### config.mk
export PLATFORM = sky130hd
export DESIGN_NAME = amp_trig_rx
export DESIGN_NICKNAME = d
export VERILOG_FILES = /design/src/rtl/amp_trig_rx.sv
export SDC_FILE = /design/constraint.sdc
export NUM_CORES = 1
export LEC_CHECK = 0
export BUFFER_PORTS_ARGS = -buffer_cell sky130_fd_sc_hd__buf_2
export CORE_AREA = 4 4 100 102
export CTS_CLUSTER_DIAMETER = 200
export DETAILED_ROUTE_END_ITERATION = 10
export DIE_AREA = 0 0 104 106
export PLACE_DENSITY = 0.63
export SKIP_CTS_REPAIR_TIMING = 1
export SLEW_MARGIN = 0
export SYNTH_ARGS = -nofsm -noshare
export SYNTH_HDL_FRONTEND = slang
export SYNTH_SLANG_ARGS = --single-unit
### constraint.sdc
create_clock -name clk -period 2.7 [get_ports clk]
set_input_delay 0.27 -clock clk [delete_from_list [all_inputs] [get_ports clk]]
set_output_delay 0.27 -clock clk [all_outputs]
set_load 0.01 [all_outputs]
### src/rtl/amp_trig_rx.sv
// Amplifier trigger return-path receiver.
// Synchronises the asynchronous acknowledge line and measures trigger-to-acknowledge
// latency and acknowledge pulse width. Also flags timeouts, overruns and spurious
// acknowledges.
module amp_trig_rx #(
  parameter int unsigned CNT_W       = 10,
  parameter int unsigned TIMEOUT     = 1000,
  parameter int unsigned SYNC_STAGES = 2
) (
  input  logic             clk,
  input  logic             rst_n,
  input  logic             enable,
  input  logic             trig_sent,
  input  logic             amp_ack,
  input  logic             clr_flags,
  output logic [CNT_W-1:0] latency,
  output logic [CNT_W-1:0] width,
  output logic             meas_valid,
  output logic             timeout,
  output logic             overrun,
  output logic             spurious,
  output logic             busy,
  output logic [15:0]      meas_count
);

  typedef enum logic [1:0] {StIdle, StWait, StHigh} state_e;

  localparam logic [CNT_W-1:0] CntMax     = '1;
  localparam logic [CNT_W-1:0] TimeoutVal = CNT_W'(TIMEOUT);
  localparam logic [CNT_W-1:0] CntOne     = CNT_W'(1);

  state_e                 state_q, state_d;
  logic [SYNC_STAGES-1:0] sync_q, sync_d;
  logic                   ack_d_q, ack_d_d;
  logic                   fall_q, fall_d;
  logic [CNT_W-1:0]       cnt_q, cnt_d;
  logic [CNT_W-1:0]       wcnt_q, wcnt_d;
  logic [CNT_W-1:0]       lat_hold_q, lat_hold_d;
  logic [CNT_W-1:0]       latency_q, latency_d;
  logic [CNT_W-1:0]       width_q, width_d;
  logic                   meas_valid_q, meas_valid_d;
  logic                   timeout_q, timeout_d;
  logic                   overrun_q, overrun_d;
  logic                   spurious_q, spurious_d;
  logic [15:0]            meas_count_q, meas_count_d;

  logic             ack_s;
  logic             rise;
  logic             fall;
  logic [CNT_W-1:0] cnt_inc;
  logic [CNT_W-1:0] wcnt_inc;

  // Synchroniser shift, edge detection and saturating increments.
  always_comb begin
    sync_d   = {sync_q[SYNC_STAGES-2:0], amp_ack};
    ack_s    = sync_q[SYNC_STAGES-1];
    ack_d_d  = ack_s;
    rise     = ack_s & ~ack_d_q;
    fall     = ~ack_s & ack_d_q;
    // Fall is registered once more so the result lands SYNC_STAGES+1 edges after
    // the sampled falling edge, together with the drop of busy.
    fall_d   = fall;
    cnt_inc  = (cnt_q == CntMax) ? cnt_q : cnt_q + CntOne;
    wcnt_inc = (wcnt_q == CntMax) ? wcnt_q : wcnt_q + CntOne;
  end

  // Next-state logic for the measurement FSM and its result registers.
  always_comb begin
    state_d      = state_q;
    cnt_d        = cnt_q;
    wcnt_d       = wcnt_q;
    lat_hold_d   = lat_hold_q;
    latency_d    = latency_q;
    width_d      = width_q;
    meas_valid_d = 1'b0;
    timeout_d    = timeout_q;
    overrun_d    = overrun_q & ~clr_flags;
    spurious_d   = spurious_q & ~clr_flags;
    meas_count_d = meas_count_q;

    unique case (state_q)
      StIdle: begin
        if (rise) spurious_d = 1'b1;
        if (trig_sent && enable) begin
          state_d   = StWait;
          cnt_d     = '0;
          timeout_d = 1'b0;
        end
      end
      StWait: begin
        if (trig_sent) overrun_d = 1'b1;
        if (!enable) begin
          state_d = StIdle;
        end else begin
          cnt_d = cnt_inc;
          // A rise on the timeout edge still counts as an acknowledge.
          if (rise) begin
            state_d    = StHigh;
            lat_hold_d = cnt_inc;
            wcnt_d     = CntOne;
          end else if (cnt_inc == TimeoutVal) begin
            state_d   = StIdle;
            timeout_d = 1'b1;
          end
        end
      end
      StHigh: begin
        if (trig_sent) overrun_d = 1'b1;
        if (!enable) begin
          state_d = StIdle;
        end else begin
          if (ack_s) wcnt_d = wcnt_inc;
          if (fall_q) begin
            state_d      = StIdle;
            latency_d    = lat_hold_q;
            width_d      = wcnt_q;
            meas_valid_d = 1'b1;
            meas_count_d = meas_count_q + 16'd1;
          end
        end
      end
      default: state_d = StIdle;
    endcase
  end

  // State and result registers.
  always_ff @(posedge clk or negedge rst_n) begin
    if (!rst_n) begin
      state_q      <= StIdle;
      sync_q       <= '0;
      ack_d_q      <= 1'b0;
      fall_q       <= 1'b0;
      cnt_q        <= '0;
      wcnt_q       <= '0;
      lat_hold_q   <= '0;
      latency_q    <= '0;
      width_q      <= '0;
      meas_valid_q <= 1'b0;
      timeout_q    <= 1'b0;
      overrun_q    <= 1'b0;
      spurious_q   <= 1'b0;
      meas_count_q <= '0;
    end else begin
      state_q      <= state_d;
      sync_q       <= sync_d;
      ack_d_q      <= ack_d_d;
      fall_q       <= fall_d;
      cnt_q        <= cnt_d;
      wcnt_q       <= wcnt_d;
      lat_hold_q   <= lat_hold_d;
      latency_q    <= latency_d;
      width_q      <= width_d;
      meas_valid_q <= meas_valid_d;
      timeout_q    <= timeout_d;
      overrun_q    <= overrun_d;
      spurious_q   <= spurious_d;
      meas_count_q <= meas_count_d;
    end
  end

  // Output drive.
  always_comb begin
    latency    = latency_q;
    width      = width_q;
    meas_valid = meas_valid_q;
    timeout    = timeout_q;
    overrun    = overrun_q;
    spurious   = spurious_q;
    busy       = (state_q != StIdle);
    meas_count = meas_count_q;
  end

endmodule
==> metrics.md, run 1 <==
| Metric | Value |
|---|---|
| Status | complete, no violations |
| Post-synthesis net count | 387 |
| Slew HR | 38.5% |
| Crit. End Element | flip-flop |
| Max Freq | 412 MHz |
| Die ar. | 11,000 um2 |
| Critical path class | flip-flop to flip-flop |
| Critical Path AT | 2.65 ns |
| Final hold violation count | 0 |
| Final GP Congestion | ~0.84 |
| Yosys top cell area share | 53.7% |
| CTS root buffer | clkbuf_8 |
| Min-Delay Path Class | input pin to async pin |
| Fin Hold WS | 0.0629 ns |
| Max-Cap Viols | 0 |
| Gate Count Post-Synth | roughly 370 |
| Max Root-Sink Buffers | 2 |
| Placed cells | 520 |
| Placed cell areas | 3860 um2 |
| Synth Register Bits | 76 |
| Delay-heaviest family, CP | compound AO/OA/AOI/OAI gates |
| Async S/R FF share, synth | between 90% and 100% |
| CP Max Fanout | 10 |
| Worst-Skew Late Latency | approximately 0.35 ns |
| NumNets Final | 434 |
| Slowest stage delay, CP | 0.52 ns |
| Period Utilization, post-route | 89.8% |
| RSZ-0062 raised after global routing | no |
| Final setup viols | 0 |
| Core ar. | 9110 um2 |
| Initial antenna violation count | 0 |
| Synthesis-to-finish area growth | 16.3% |
| WL/cell | 13.8 um |
| Initial Utilization | approximately two fifths |
| First-pass GRT wire length | 12,800 um |
| First-pass detailed-route iteration total | 4 |
| DRT iter0 DRCs | 119 |
| Final instance area | 4120 um2 |
| Total GRT Usage | 14.2% |
| Ys flop type | dfrtp_1 |
| Top post-synthesis cells by count | nand2_1 (105), dfrtp_1 (76), o21ai_0 (27) |
| Total power | about 3 mW |
| Warnings from Yosys | 0 |
| Maximum VDD drop | 390 uV |
| Sequential fraction of the synthesis area | 53.7% |
| DIE HEIGHT | roughly 110 um |
| Via/cell ratio | 5.18 |
| Max H-tree Level | 3 |
| Count of cell types in the netlist | 51 |
| Clk sink count | 76 |
| Largest cells by area after synthesis | dfrtp_1 (54%), nand2_1 (11%), xnor2_1 (4.2%) |
| Final wirelength | between 7000 and 8000 um |
| Yosys top cell by area | dfrtp_1 |
| DR vias | about 2,800 |
| Finished Layout Cells | 537 |
| Pin count of the biggest net entering global routing | 77 |
| Layout cell share with drive strength beyond 1 | 18.3% |
| IO Count | 47 |
| Final ANT Viol Nets | 0 |
| Synth Area per Inst | 9.48 um2 |
| Layout fillers | 891 |
| Post-detail-place hpwl | 5120 um |
| Vias in the first global route | 2,661 |
| Final TNS setup | 0 ns |
| Crit path buf inv count | 0 |
| Clock Skew | 0.00385 ns |
| Crit path cell chain | ha_2, and3_2, nand3_1, a2111oi_0, nand4b_1, a21oi_1, mux2_1 |
| Final min period | 2.42 ns |
| CTS tree | yes |
| Netlist Area Pre-Place | 3540 um2 |
| Leakage power | 2.08 nW |
| Pwr dens | approximately 710 nW/um2 |
| # rows | 35 |
| Antenna cells | 0 |
| Final slew viol count | 0 |
| Die X-Extent | 104 um |
| Slowest stage cell, crit path | dfrtp_1 |
| Top-count cell post-synth | nand2_1 |
| Worst Max-Slew Pin Slew | 0.923 ns |
| Residual DRC | 0 |
| Setup crit start kind | flip-flop |
| GRT overflow | 0 |
| PortBufs | 46 |
| Post-synth EDFFs | 0 |
| Worst path required time | 2.93 ns |
| Clock transition at path regs | 0.08 ns |
| TritonCTS buffer count | 9 |
-- final cells by class --
type / instances / area (um2) / share of cell area (%)
inverter: 9 / 33.8 / 0.819
tap: 111 / 139 / 3.37
multi-input combinational: 273 / 1520 / 36.8
clock buffer: 11 / 141 / 3.43
sequential: 76 / 1900 / 46.1
clock inverter: 5 / 108 / 2.61
timing repair buffer: 52 / 280 / 6.80
-- routing by layer --
| metal | routed length, um | global-route usage (%) |
|---|---|---|
| met1 | 3530 | 19.0 |
| met2 | 3340 | 22.3 |
| met3 | 507 | 4.92 |
| met4 | 51 | 3.42 |
| met5 | 0 | 0 |
-- per-stage QoR --
step | setup WS [ns] | utilization (%)
final | 0.276 | 45.3
after global routing | 0.0574 | 45.3
after CTS | 0.216 | 45.1
after detailed placement | 0.234 | 42.4
after global placement | 0.331 | 42.4
after floorplan | 0.572 | -
-- cell families (layout without fill, tap and decap cells) --
kind of cell	Yosys count	in the layout	share of synthesized area, %
AND/OR/NAND/NOR	178	178	22.8
flip-flops	76	76	53.7
AO/OA/AOI/OAI	62	62	10.7
buffers and inverters	25	77	3.56
XOR/XNOR	21	21	5.19
adder cells (fa/ha/maj)	7	7	2.47
multiplexers	5	5	1.55
-- state kept, by name, indices dropped and copies added (netlist names) --
| signal | cells |
|---|---|
| meas_count | 16 |
| cnt_q | 10 |
| lat_hold_q | 10 |
| latency | 10 |
| wcnt_q | 10 |
| width | 10 |
| state_q | 2 |
| sync_q | 2 |
| ack_d_q | 1 |
| fall_q | 1 |
| meas_valid | 1 |
| overrun | 1 |
| spurious | 1 |
| timeout | 1 |
-- cells in the final DEF, fill, tap and decap left out, types with 4 or more instances in the layout --
cell / count
inv_1: 8
a21oi_1: 13
nor3_1: 5
a21o_1: 4
ha_1: 6
nand4_1: 9
buf_2: 45
and2_1: 4
clkbuf_8: 10
nor2b_1: 4
buf_4: 6
xnor2_1: 17
dfrtp_1: 76
nor2_1: 15
o21ai_0: 27
xor2_1: 4
nand2_1: 105
nand3_1: 15
-- final timing paths --
check / start / to / slack [ns] / cells past startpoint
min in group clk: clr_flags / spurious / 0.11 / 2
hold / removal: rst_n / width[5] / 0.06 / 1
setup / recovery: cnt_q[0] / state_q[0] / 0.28 / 7
setup reg to reg: cnt_q[0] / state_q[0] / 0.28 / 7
hold reg to reg: sync_q[0] / sync_q[1] / 0.35 / 0
max in group asynchronous: rst_n / lat_hold_q[2] / 2.06 / 1
-- power breakdown --
group / internal, mW / switching, mW / total (mW)
Combinational: 0.212 / 0.319 / 0.531
Clock: 0.645 / 0.424 / 1.07
Sequential: 1.23 / 0.107 / 1.34
Total: 2.09 / 0.850 / 2.94
No activity file was read; power rests on OpenSTA's default activity.
==> run 2, diff against run 1 <==
==> constraint.sdc (replaced) <==
create_clock -name clk -period 2.6 [get_ports clk]
set_input_delay 0.26 -clock clk [delete_from_list [all_inputs] [get_ports clk]]
set_output_delay 0.26 -clock clk [all_outputs]
set_load 0.01 [all_outputs]
==> run 2 against run 1 <==
  * Setup slack worse by 0.14 ns
  * Non-clock buffer count increased by 1
  * Flip-flop and latch count stayed put
  * Hold slack better by 0.0080 ns
  * Die area stayed put
  * Cell count stayed put
  * Global-route usage is 0.33 points higher
  * Sequential power is 3% higher
  * Critical endpoint unchanged
  * Highest routed layer unchanged
==> metrics.md, run 2 (synthesis gave the netlist of run 1 again) <==
| Metric | Value |
|---|---|
| Clock transition at path regs | about 0.08 ns |
| Residual DRC | 0 |
| Pwr dens | 714 nW/um2 |
| DRT met1 WL | 3600 um |
| Final min period | 2.46 ns |
| Die ar. | 11,000 um2 |
| Vias in the first global route | 2,786 |
| Slowest stage cell, crit path | dfrtp_1 |
| Worst Max-Slew Pin Slew | 0.942 ns |
| CP Max Fanout | 8 |
| Commonest non-fill, non-tap cell in the layout | nand2_1 |
| Multi-input logic area | 1520 um2 |
| Worst path required time | 2.82 ns |
| Most frequent cells in the layout | nand2_1 (105), dfrtp_1 (76), buf_2 (45) |
| Min-Delay Path Class | input pin to async pin |
| Initial Utilization | between 30 and 40% |
| Final setup viols | 0 |
| Max H-tree Level | 3 |
| WL/cell | 13.8 um |
| Utilization after layout | 45.0% |
| DIE HEIGHT | 106 um |
| CTS root buffer | clkbuf_8 |
| Core ar. | 9110 um2 |
| Maximum VDD drop | 308 uV |
| Placed cell areas | 3870 um2 |
| Initial antenna violation count | 0 |
| Clk sink count | 76 |
| Status | complete, no violations |
| Final TNS setup | 0 ns |
| Finished Layout Cells | 537 |
| Via/cell ratio | a little over 5 |
| Total GRT Usage | 14.5% |
| DR WL met2 | 3250 um |
| IO Count | 47 |
| RSZ-0062 raised after global routing | no |
| Clock Skew | 0.00971 ns |
| Max Freq | 406 MHz |
| Placed cells | approximately 520 |
| First-pass detailed-route iteration total | 4 |
| Die X-Extent | between 100 and 150 um |
| Antenna cells | 0 |
| Layout fillers | 878 |
| Pin count of the biggest net entering global routing | 77 |
| # rows | 35 |
| Slew HR | 37.2% |
| Sequential cell area | 1900 um2 |
| PortBufs | 46 |
| Synthesis-to-finish area growth | 15.5% |
| Critical path class | flip-flop to flip-flop |
| Final wirelength | approximately 7400 um |
| Setup crit start kind | flip-flop |
| Slowest stage delay, CP | 0.47 ns |
| Post-detail-place hpwl | between 5000 and 6000 um |
| GRT overflow | 0 |
| Max Root-Sink Buffers | 2 |
| First-pass GRT wire length | 13,200 um |
| Top Layer Used | met4 |
| Period Utilization, post-route | 94.8% |
| Final hold violation count | 0 |
| NumNets Final | 435 |
| Worst-Skew Late Latency | between 0.3 and 0.4 ns |
| Leakage power | approximately 2.1 nW |
| Final slew viol count | 0 |
| Crit path cell chain | ha_2, and3_2, a41oi_1, a2111oi_0, nand4b_1, a21oi_1, mux2_1 |
| TritonCTS buffer count | 9 |
| Max-Cap Viols | 0 |
| Final GP Congestion | 0.829 |
| Final worst slack | around 0.14 ns |
| Final ANT Viol Nets | 0 |
| Post-Place Setup Slack | 0.177 ns |
| DRT iter0 DRCs | 95 |
| DR vias | between 2,000 and 3,000 |
| Layout cell share with drive strength beyond 1 | 18.5% |
| Crit. End Element | flip-flop |
| CTS tree | yes |
| Max reg flops | 16 |
| Final instance area | 4100 um2 |
| Critical Path AT | roughly 2.7 ns |
| WL met3 | just over 400 um |
-- run 2: cell count changes in the layout (fill, tap and decap cells not counted), sizes merged --
cell      before  now
bufinv         3    2
clkinvlp       0    1
clkinv         2    4
inv            9    8
clkbuf        11    9
buf           51   52
-- run 2: area by class of cell --
cell class                 instances  share of cell area, %
clock inverter                     6                   2.20
timing repair buffer              53                   7.03
sequential                        76                   46.4
inverter                           9                  0.825
tap                              111                   3.39
multi-input combinational        273                   37.1
clock buffer                       9                   3.02
-- run 2: per-layer routing --
metal / up-vias / GRT usage, %
li1: 1367 / -
met4: 0 / 6.27
met1: 1292 / 19.1
met3: 11 / 4.13
met2: 69 / 22.5
met5: - / 0
-- run 2: worst max-delay path: cells and delay by family (launching register included) --
kind | cells | cell delay [ns]
AO/OA/AOI/OAI | 3 | 0.77
flip-flops | 1 | 0.47
AND/OR/NAND/NOR | 2 | 0.47
multiplexers | 1 | 0.33
adder cells (fa/ha/maj) | 1 | 0.31
-- run 2: through the flow --
step / total power, mW / hold slack, ns
final: 2.92 / 0.0709
after detailed placement: 1.97 / 0.336
after CTS: 2.96 / -0.00433
after global placement: 1.96 / 0.339
after global routing: 3.12 / 0.108
after floorplan: 1.79 / -0.0356
-- run 2: worst paths after layout --
path                                start          to  slack (ns)  cells after the start
worst max register to register   cnt_q[1]  state_q[0]        0.14                      7
min in group clk                clr_flags    spurious        0.11                      2
worst min register to register  sync_q[0]   sync_q[1]        0.35                      0
worst max-delay path             cnt_q[1]  state_q[0]        0.14                      7
worst min-delay path                rst_n    width[5]        0.07                      1
max in group asynchronous           rst_n  latency[5]        1.93                      1
-- run 2: power breakdown --
part	switching [mW]	total, mW	internal (mW)
Combinational	0.347	0.576	0.229
Clock	0.436	0.973	0.537
Sequential	0.0930	1.38	1.28
